--- src/rtl/mux_scan_pkg.sv ---
// Shared types for the scanning channel selector: operating modes and the
// decode from the raw 2-bit mode input.
package mux_scan_pkg;

    typedef enum logic [1:0] {
        MANUAL = 2'b00,
        SCAN   = 2'b01,
        HOLD   = 2'b10
    } mode_e;

    // The reserved encoding 2'b11 is treated as a freeze.
    function automatic mode_e decode(input logic [1:0] m);
        mode_e r;
        case (m)
            2'b00:   r = MANUAL;
            2'b01:   r = SCAN;
            default: r = HOLD;
        endcase
        return r;
    endfunction

endpackage

--- src/rtl/scan_timer.sv ---
// Dwell counter for the scan mode: counts 0..TICKS-1 while enabled and flags
// the terminal count combinationally so the owner can advance on that edge.
module scan_timer #(
    parameter int unsigned TICKS = 4
) (
    input  logic clk_2,
    input  logic reset_n,
    input  logic en,
    input  logic clr,
    output logic tc
);

    localparam int unsigned CW = $clog2(TICKS) + 1;
    localparam logic [CW-1:0] LAST = CW'(TICKS - 1);

    logic [CW-1:0] cnt_q, cnt_d;

    always_comb begin
        tc    = en && (cnt_q == LAST);
        cnt_d = cnt_q;
        if (clr) begin
            cnt_d = '0;
        end else if (en) begin
            cnt_d = tc ? '0 : cnt_q + CW'(1);
        end
    end

    always_ff @(posedge clk_2) begin
        if (!reset_n) begin
            cnt_q <= '0;
        end else begin
            cnt_q <= cnt_d;
        end
    end

endmodule

--- src/rtl/mux_scan_sel.sv ---
// Registered NCH-way W-bit selector with manual, timed round-robin scan and
// freeze modes; reports the active channel and strobes on every change.
module mux_scan_sel
    import mux_scan_pkg::*;
#(
    parameter  int unsigned W     = 2,
    parameter  int unsigned NCH   = 4,
    parameter  int unsigned TICKS = 4,
    localparam int unsigned SELW  = $clog2(NCH)
) (
    input  logic              clk_2,
    input  logic              reset_n,
    input  logic [NCH*W-1:0]  din,
    input  logic [SELW-1:0]   sel,
    input  logic [1:0]        mode,
    output logic [W-1:0]      dout,
    output logic [SELW-1:0]   ch,
    output logic              ch_strobe
);

    localparam logic [SELW-1:0] LAST_CH = SELW'(NCH - 1);

    mode_e           st_q, st_d, eff;
    logic            live_q;
    logic [SELW-1:0] ch_q, ch_d;
    logic [W-1:0]    dout_q, dout_d, dsel;
    logic            strobe_q, strobe_d;
    logic            scan_en, scan_clr, tc;

    // The first edge after reset release is forced to freeze so no output
    // moves on it; st still captures the requested mode on that edge.
    always_comb begin
        st_d     = decode(mode);
        eff      = live_q ? st_d : HOLD;
        scan_en  = (eff == SCAN) && (st_q == SCAN);
        scan_clr = (eff == MANUAL) || ((eff == SCAN) && (st_q != SCAN));
    end

    scan_timer #(
        .TICKS (TICKS)
    ) u_scan_timer (
        .clk_2   (clk_2),
        .reset_n (reset_n),
        .en      (scan_en),
        .clr     (scan_clr),
        .tc      (tc)
    );

    always_comb begin
        ch_d = ch_q;
        unique case (eff)
            MANUAL: begin
                if (32'(sel) < NCH) begin
                    ch_d = sel;
                end
            end
            SCAN: begin
                if (tc) begin
                    ch_d = (ch_q == LAST_CH) ? '0 : ch_q + SELW'(1);
                end
            end
            HOLD: begin
                ch_d = ch_q;
            end
            default: begin
                ch_d = ch_q;
            end
        endcase
    end

    always_comb begin
        dsel = '0;
        for (int unsigned k = 0; k < NCH; k++) begin
            if (32'(ch_d) == k) begin
                dsel = din[k*W +: W];
            end
        end
        dout_d   = (eff == HOLD) ? dout_q : dsel;
        strobe_d = (ch_d != ch_q);
    end

    always_ff @(posedge clk_2) begin
        if (!reset_n) begin
            st_q     <= HOLD;
            live_q   <= 1'b0;
            ch_q     <= '0;
            dout_q   <= '0;
            strobe_q <= 1'b0;
        end else begin
            st_q     <= st_d;
            live_q   <= 1'b1;
            ch_q     <= ch_d;
            dout_q   <= dout_d;
            strobe_q <= strobe_d;
        end
    end

    assign dout      = dout_q;
    assign ch        = ch_q;
    assign ch_strobe = strobe_q;

endmodule

--- config.mk ---
export PLATFORM = sky130hd
export DESIGN_NAME = mux_scan_sel
export DESIGN_NICKNAME = d
export VERILOG_FILES = /design/src/rtl/mux_scan_pkg.sv /design/src/rtl/scan_timer.sv /design/src/rtl/mux_scan_sel.sv
export SDC_FILE = /design/constraint.sdc
export NUM_CORES = 1
export LEC_CHECK = 0
export CAP_MARGIN = 15
export CORE_MARGIN = 1
export CORE_UTILIZATION = 47
export DETAILED_ROUTE_END_ITERATION = 12
export MAX_ROUTING_LAYER = met4
export PLACE_DENSITY = 0.81
export RECOVER_POWER = 25
export SLEW_MARGIN = 20
export SYNTH_ARGS = -nofsm -noshare
export SYNTH_HDL_FRONTEND = slang
export SYNTH_SLANG_ARGS = --single-unit
--- constraint.sdc ---
create_clock -name clk_2 -period 5.5 [get_ports clk_2]
set_input_delay 1.1 -clock clk_2 [delete_from_list [all_inputs] [get_ports clk_2]]
set_output_delay 1.1 -clock clk_2 [all_outputs]
set_load 0.05 [all_outputs]
**Word level (Yosys, flattened, before mapping)**

Index checks and enable logic that the tools add are counted.

- Flip-flop bits (word level): 11
- Input bits: 14
- Word-level logic and storage cells: 39

- $add $sub $neg: 2
- Eq/ne operators: 11
- Muxes and demuxes: 11
- Bitwise logic cells: 1
- Reduce and logical (&&, ||, !) cells: 8

Operator list:

| cell | number |
|---|---|
| 2-to-1 mux 2 bit | 7 |
| equality test 2 x 1 -> 1 bit (second input constant) | 4 |
| equality test 2 bit (second input constant) | 4 |
| one-hot mux 2 bit (2 select lines) | 2 |
| zero test 2 bit | 3 |
| adder 3 x 1 -> 3 bit (second input constant) | 1 |
| equality test 3 x 2 -> 1 bit (second input constant) | 1 |
| logical AND 1 bit | 3 |
| 2-to-1 mux 3 bit | 1 |
| adder 2 x 1 -> 2 bit (second input constant) | 1 |
| inequality test 2 x 1 -> 1 bit (second input constant) | 1 |
| inequality test 2 bit | 1 |
| OR reduction 2 bit | 1 |
| logical OR 1 bit | 1 |
| 2-to-1 mux 1 bit | 1 |
| inverter 1 bit | 1 |

**Logic depth before layout (Yosys ltp)**

Gate-level depths: netlist of the first run.

- Depth in word-level cells: 13
- Mapped depth: 6

**Hierarchy**

From an unflattened synthesis of the first run, not the netlist that was laid out.

- Cell total of the unflattened synthesis: 60
- Area total of the unflattened synthesis: 574.3 um^2

Modules (own cells, without submodules):

| module | times used | cells an instance | area an instance (um^2) | seq. area each (um^2) |
|---|---|---|---|---|
| mux_scan_sel | 1 | 45 | 429.2 | 160.2 |
| scan_timer | 1 | 15 | 145.1 | 60.1 |

**Least setup slack after synthesis of the first run**

No wires, ideal clock.

- Path type: input -> register
- From: input mode[1]
- To: register dout_q[1], in the netlist dout[1]
- Setup time: 92 ps
- Arrival time: 2,420 ps
- Required time: 5,408 ps
- Slack: 2,988 ps
- Cell stages on the path: 6
- Path buffers: 1
- Cell sequence: nor2b_1 buf_6 nand4b_1 o211ai_4 mux2_1 o32ai_1

- Word-level cells in the longest chain between the ends: 13
- Elaborated cells on any way between the ends: 19
- Those cells by class: eq/ne (6); mux (8); reduce/logical (5)

RTL lines:

| what | line | RTL |
|---|---|---|
| start, declared | mux_scan_sel.sv:15 | `input logic [1:0] mode,` |
| equality test 2 x 1 -> 1 bit / zero test 2 bit (equally long branches) | mux_scan_pkg.sv:14 | `case (m)` |
| one-hot mux 2 bit (2 select lines) (*) | mux_scan_pkg.sv:14 |  |
| 2-to-1 mux 2 bit (*) | mux_scan_sel.sv:34 | `eff = live_q ? st_d : HOLD;` |
| equality test 2 x 1 -> 1 bit | mux_scan_sel.sv:35, mux_scan_sel.sv:51 |  |
| logical AND 1 bit | mux_scan_sel.sv:35 | `scan_en = (eff == SCAN) && (st_q == SCAN);` |
| logical AND 1 bit | scan_timer.sv:19 | `tc = en && (cnt_q == LAST);` |
| 2-to-1 mux 2 bit | mux_scan_sel.sv:58 | `if (tc) begin` |
| one-hot mux 2 bit (2 select lines) | mux_scan_sel.sv:51 | `unique case (eff)` |
| zero test 2 bit | mux_scan_sel.sv:74 | `if (32'(ch_d) == k) begin` |
| 2-to-1 mux 2 bit (4 in series) | mux_scan_sel.sv:74 |  |
| end signal, assigned | mux_scan_sel.sv:93 | `dout_q <= dout_d;` |
| end, declared | mux_scan_sel.sv:26 | `logic [W-1:0] dout_q, dout_d, dsel;` |

Every way passes the cells marked *; elsewhere a longest branch is shown, timed or not.
A chain may end at the register's enable or synchronous reset.

**Worst setup path in the final report of the first run**

Same ends and word-level chain as after synthesis.

==> results of run 1 <==
==> sequential cells by signal, indices dropped and copies added (netlist names) <==
name / cells
u_scan_timer.cnt_q: 3
ch: 2
dout: 2
st_q: 2
ch_strobe: 1
live_q: 1
==> critical path, stage by stage <==
cell	delay [ns]
dlygate4sd3_1	0.55
nor2b_1	0.55
nand4b_1	0.34
o211ai_4	0.35
mux2_1	0.37
o32ai_1	0.25
==> power breakdown <==
| part | switching (mW) | internal [mW] |
|---|---|---|
| clock | 0.0282 | 0.0281 |
| combinational | 0.0217 | 0.0208 |
| sequential | 0.00270 | 0.0829 |
| total | 0.0526 | 0.132 |
==> placed cells by master, fill, tap and decap left out, drive strengths merged, types with 2 or more instances in the layout <==
cell type | Yosys | final
o211ai | 2 | 2
inv | 2 | 2
nand2 | 4 | 4
clkbuf | 1 | 4
o21ai | 3 | 3
nand2b | 3 | 3
clkdlybuf4s50 | 0 | 15
a21oi | 3 | 3
nor2b | 5 | 5
nor2 | 11 | 11
o32ai | 2 | 2
mux2i | 5 | 5
dfxtp | 11 | 11
nor3 | 2 | 2
ha | 2 | 2
dlygate4sd3 | 0 | 3
mux2 | 2 | 2
==> synthesized netlist by cell type, types with 2 or more instances <==
cell type,count,share of area
o21ai_0,3,0.024
inv_1,2,0.012
nand2b_1,3,0.030
nor3_1,2,0.016
dfxtp_1,11,0.35
mux2_1,2,0.036
mux2i_1,4,0.064
a21oi_1,3,0.024
ha_1,2,0.040
o32ai_1,2,0.028
nor2_1,11,0.066
nand2_1,4,0.024
nor2b_1,5,0.050
==> logic make-up (layout without fill, tap and decap cells) <==
logic type | after synthesis | after routing
buf+inv | 5 | 24
mux | 7 | 7
xor+xnor | 1 | 1
flops | 11 | 11
compound gates | 13 | 13
simple gates | 30 | 30
fa+ha+maj | 2 | 2
==> metal layers <==
metal / vias to the layer above / routed length [um] / GRT usage
met2: 24 / 655 / 0.3517
li1: 281 / - / -
met1: 252 / 570 / 0.2698
met3: 5 / 71 / 0.03488
met4: 0 / 22 / 0.1121
met5: - / 0 / -
==> stage by stage <==
| step | setup WS (ns) | hold slack, ns | std cells |
|---|---|---|---|
| final | 2.165 | 0.5029 | 102 |
| after detailed placement | 2.024 | 0.4965 | 98 |
| after floorplan | 2.988 | 0.4684 | 69 |
| after global routing | 1.992 | 0.5310 | 102 |
| after CTS | 2.301 | 0.5061 | 102 |
| after global placement | 2.100 | 0.4830 | 98 |
==> path summary, 6_finish.rpt <==
path	cells past startpoint	end	startpoint	slack, ns
setup / recovery	6	dout[1]	mode[1]	2.17
setup reg to reg	5	dout[1]	live_q	3.21
hold reg to reg	1	u_scan_timer.cnt_q[2]	u_scan_timer.cnt_q[2]	0.50
hold / removal	1	u_scan_timer.cnt_q[2]	u_scan_timer.cnt_q[2]	0.50
==> layout make-up <==
cell class                      instances  share of cell area
Clock buffer                            4             0.03177
Inverter                                2            0.009077
Multi-Input combinational cell         53              0.4539
Sequential cell                        11              0.2663
Tap cell                               14             0.02118
Timing Repair Buffer                   18              0.2179
==> out/metrics.cfg, run 1 <==
[synthesis]
synth_top_family_by_area = simple AND/OR/NAND/NOR gates
ys_seq_elements = 11
syn_nets = 85
seq_area_frac_synth = 0.3534
async_flop_share = 0
synthAdderAreaFrac = 0.04016
synthDistinctLibCells = 28
syn-cell-area_um2 = 623.1
synth_compound_area_frac = 0.1647
synth_xor_xnor_area_share = 0.01406
synth_ff_type = dfxtp_1
syn_avg_cell_area_um2 = 9.030
yosysWarnings = 0
synthMuxAreaShare = 0.1365
synth-simple-area-share = 0.2470
synth_edf_count = 0
synthCells = 69

[global_route]
antenna_found_initial = 0
grt_max_degree = 11
grt_pass1_vias = 532
overflow = 0
track_usage = 0.2207
grt_pass1_wl_um = 2166

[routing]
routed_via_density = 5.510
first_iter_violations = 15
wl_per_cell_um = 12.93
drt_pre_antenna_iters = 4
drcViolationCount = 0
ant_nets = 0
wirelength_um = 1319
vias = 562

[clocking]
hold_buffers = 0
clk_latency_ns = 0.27
post_cts_resized = 0
clock-sinks = 11
clk_pin_slew_ns = 0.07
cts_setup_buffers = 0
cts_buffers = 3
clk_path_buf_depth = 2
cts_root_buffer = clkbuf_4
cts_max_level = 1
cts_tree = yes

[power_and_ir_drop]
power_mw = 0.1844
ir_drop_uv = 145.4
power_density_mw_per_mm2 = 222.9
leakage_nw = 0.3369

[finish]
nNetsFinal = 105
regArea_um2 = 220.2
multi_input_area_um2 = 375.4
fin_area_um2 = 827.0
drive_above_1_share = 0.05682
n_fill_cell = 90
area_growth_pct = 32.73
fin_util = 0.7062
diodes = 0

[sta]
max_freq_ghz = 0.2999
fin_crit_sh = 0.6063
layout_min_cycle_time_ns = 3.335
fin_setup_tns_ns = 0
finalHoldViolations = 0
clock_skew_ns = 0.0007651
max-slew-margin-rel = 0.5444
drv_slew = 0
worst_pin_slew_ns = 0.6820
setup_viol = 0
rsz0062_at_grt = no

[die]
ios = 19
rows = 12
chipHeight_um = 38.41
design.die.area_mm2 = 0.001475
core-area_mm2 = 0.001171
die_w_um = 38.41
start_util = 0.5321

[critical_path]
end_kind = flop
start_kind = input pin
required_ns = 5.68
worst_ep_arrival_time_ns = 3.52
path_class = input pin to flop
crit_fanout = 8

[placement]
place.gp.congestion = 0.7978
hpwl_um = 1005
post_dp_cell_area_um2 = 800.8
io_buffers = 18

[status]
status = complete, no violations

[flow_run]
cap_violations = 0

[worst_hold_path]
hp-class = flop to flop

Power figures use the tool's default switching activity.
==> inputs of run 2 (changes only) <==
--- a/config.mk
+++ b/config.mk
@@ -7,10 +7,10 @@
 export LEC_CHECK = 0
 export CAP_MARGIN = 15
 export CORE_MARGIN = 1
-export CORE_UTILIZATION = 47
+export CORE_UTILIZATION = 44
 export DETAILED_ROUTE_END_ITERATION = 12
 export MAX_ROUTING_LAYER = met4
-export PLACE_DENSITY = 0.81
+export PLACE_DENSITY = 0.77
 export RECOVER_POWER = 25
 export SLEW_MARGIN = 20
 export SYNTH_ARGS = -nofsm -noshare
==> constraint.sdc (replaced) <==
create_clock -name clk_2 -period 3.3 [get_ports clk_2]
set_input_delay 0.66 -clock clk_2 [delete_from_list [all_inputs] [get_ports clk_2]]
set_output_delay 0.66 -clock clk_2 [all_outputs]
set_load 0.05 [all_outputs]
==> run 2 against run 1 <==
Die area increased by 6.5%; total power increased by 67%; sequential power increased by 66%; register-to-register slack got worse by 1.7 ns; first-iteration DRC count decreased by 47%; global-route usage decreased by 1.9 points; critical endpoint unchanged; largest power group unchanged.
==> out/metrics.cfg, run 2 (synthesis results as in run 1) <==
[global_route]
overflow = 0  ; unchanged
track_usage = 0.2012  ; was 0.2207
antenna_found_initial = 0  ; unchanged
grt_pass1_wl_um = 1952  ; was 2166 um
grt_max_degree = 11  ; unchanged
grt_pass1_vias = 465  ; was 532

[flow_run]
cap_violations = 0  ; unchanged

[sta]
layout_min_cycle_time_ns = 2.404
max_freq_ghz = 0.4160
rsz0062_at_grt = no  ; unchanged
max-slew-margin-rel = 0.6643  ; was 0.5444
worst_hold_slack_ns = 0.5024  ; was 0.5029 ns
finalHoldViolations = 0  ; unchanged
fin_ws_ns = 0.8962  ; was 2.165 ns
clock_skew_ns = 0.003780  ; was 0.0007651 ns
fin_crit_sh = 0.7284
setup_viol = 0  ; unchanged
drv_slew = 0  ; unchanged
worst_pin_slew_ns = 0.5020  ; was 0.6820 ns
fin_setup_tns_ns = 0  ; unchanged

[critical_path]
crit_chain = dlygate4sd3_1, nor2b_1, buf_4, mux2i_4, o211ai_4, mux2_1, o32ai_1  ; was dlygate4sd3_1, nor2b_1, nand4b_1, o211ai_4, mux2_1, o32ai_1
r2r-start = live_q  ; unchanged
crit_path_start = mode[1]  ; unchanged
end_kind = flop  ; unchanged
path_class = input pin to flop  ; unchanged
rrSetupSlack_ns = 1.51  ; was 3.21 ns
start_kind = input pin  ; unchanged
rr_endpoint = dout[1]  ; unchanged
crit_slowest_cell = dlygate4sd3_1  ; unchanged
cp.depth = 7  ; was 6
cp_top_family = buffers and inverters  ; was simple AND/OR/NAND/NOR gates
required_ns = 3.49  ; was 5.68 ns
worst_ep_arrival_time_ns = 2.59  ; was 3.52 ns
path_buf_inv = 2  ; was 1
reg2reg_depth = 6  ; was 5
cp_slowest_stage_delay_ns = 0.56  ; was 0.55 ns
crit_fanout = 7  ; was 8

[die]
die_w_um = 39.63  ; was 38.41 um
start_util = 0.4788  ; was 0.5321
design.die.area_mm2 = 0.001571  ; was 0.001475 mm^2
ios = 19  ; unchanged
chipHeight_um = 39.63  ; was 38.41 um
rows = 13  ; was 12
core-area_mm2 = 0.001301  ; was 0.001171 mm^2

[worst_hold_path]
hold_path_end = u_scan_timer.cnt_q[2]  ; unchanged
hold_depth = 1  ; unchanged
hp-class = flop to flop  ; unchanged
hp-start = u_scan_timer.cnt_q[2]  ; unchanged

[clocking]
clock-sinks = 11  ; unchanged
cts_setup_buffers = 0  ; unchanged
post_cts_resized = 0  ; unchanged
cts_tree = yes  ; unchanged
clk_pin_slew_ns = 0.08  ; was 0.07 ns
cts_max_level = 1  ; unchanged
hold_buffers = 0  ; unchanged
clk_path_buf_depth = 2  ; unchanged
clk_latency_ns = 0.27  ; about the same
cts_root_buffer = clkbuf_4  ; unchanged
cts_buffers = 3  ; unchanged

[finish]
n_fill_cell = 130  ; was 90
largest_reg_flops = 3  ; unchanged
drive_above_1_share = 0.07865  ; was 0.05682
area_growth_pct = 34.34  ; was 32.73%
final_cell_mix = 16 x clkdlybuf4s50_1, 11 x nor2_1, 11 x dfxtp_1  ; was 15 x clkdlybuf4s50_1, 11 x nor2_1, 11 x dfxtp_1
diodes = 0  ; unchanged
regMostFlops = u_scan_timer.cnt_q  ; unchanged
fin_area_um2 = 837.1  ; was 827.0 um^2
nNetsFinal = 106  ; was 105
final_cells = 104  ; was 102
final_common_cell = clkdlybuf4s50_1  ; unchanged

[placement]
dp_slack_ns = 0.6562  ; was 2.024 ns
post_dp_cell_area_um2 = 809.5  ; was 800.8 um^2
dp.cells = 100  ; was 98
io_buffers = 18  ; unchanged
place.gp.congestion = 0.7213  ; was 0.7978
hpwl_um = 977  ; was 1005 um

[power_and_ir_drop]
leakage_nw = 0.3445  ; was 0.3369 nW
ir_drop_uv = 234.7  ; was 145.4 uV
power_density_mw_per_mm2 = 368.8  ; was 222.9 mW/mm^2

[routing]
drt_pre_antenna_iters = 4  ; unchanged
wirelength_um = 1256  ; was 1319 um
routed_via_density = 5.481  ; was 5.510
first_iter_violations = 8  ; was 15
ant_nets = 0  ; unchanged
vias = 570  ; was 562
drcViolationCount = 0  ; unchanged
wl_per_cell_um = 12.08  ; was 12.93 um

[status]
status = complete, no violations  ; unchanged

==> run 2: cell types whose count changed in the layout (fill, tap and decap cells not counted) <==
cell and change:
buf_4 +1, clkbuf_1 -1, dlygate4sd3_1 -1, clkdlybuf4s50_1 +1, clkinv_2 +1
==> run 2: stage by stage <==
step,power [mW],util
after floorplan,0.1892,-
after global routing,0.3266,0.6433
after global placement,0.2168,0.6221
final,0.3087,0.6433
after CTS,0.3133,0.6433
after detailed placement,0.2173,0.6221
==> run 2: area by class of cell <==
type	count	area, um^2	area share
Clock buffer	3	22.52	0.02691
Clock inverter	1	5.005	0.005979
Inverter	2	7.507	0.008969
Multi-Input combinational cell	53	375.4	0.4484
Sequential cell	11	220.2	0.2631
Tap cell	15	18.77	0.02242
Timing Repair Buffer	19	187.7	0.2242
==> run 2: worst max-delay path by stage <==
stage,end,slack (ns)
after floorplan,dout[1],1.23
final,dout[1],0.90
after detailed placement,dout[1],0.66
after CTS,dout[1],0.94
after global routing,dout[1],0.75
after global placement,dout[1],0.70
==> run 2: power by group <==
part / leakage, nW / internal [mW] / switching, mW
registers: 0.0901 / 0.138 / 0.00422
clock network: 0.0177 / 0.0449 / 0.0503
logic: 0.237 / 0.0356 / 0.0356
==> run 2: layer usage <==
layer | vias up | track usage | share of wire
met3 | 2 | 0.06818 | 0.064
met5 | - | - | 0
met1 | 254 | 0.2388 | 0.47
li1 | 287 | - | -
met4 | 0 | 0.07759 | 0.010
met2 | 27 | 0.3115 | 0.46
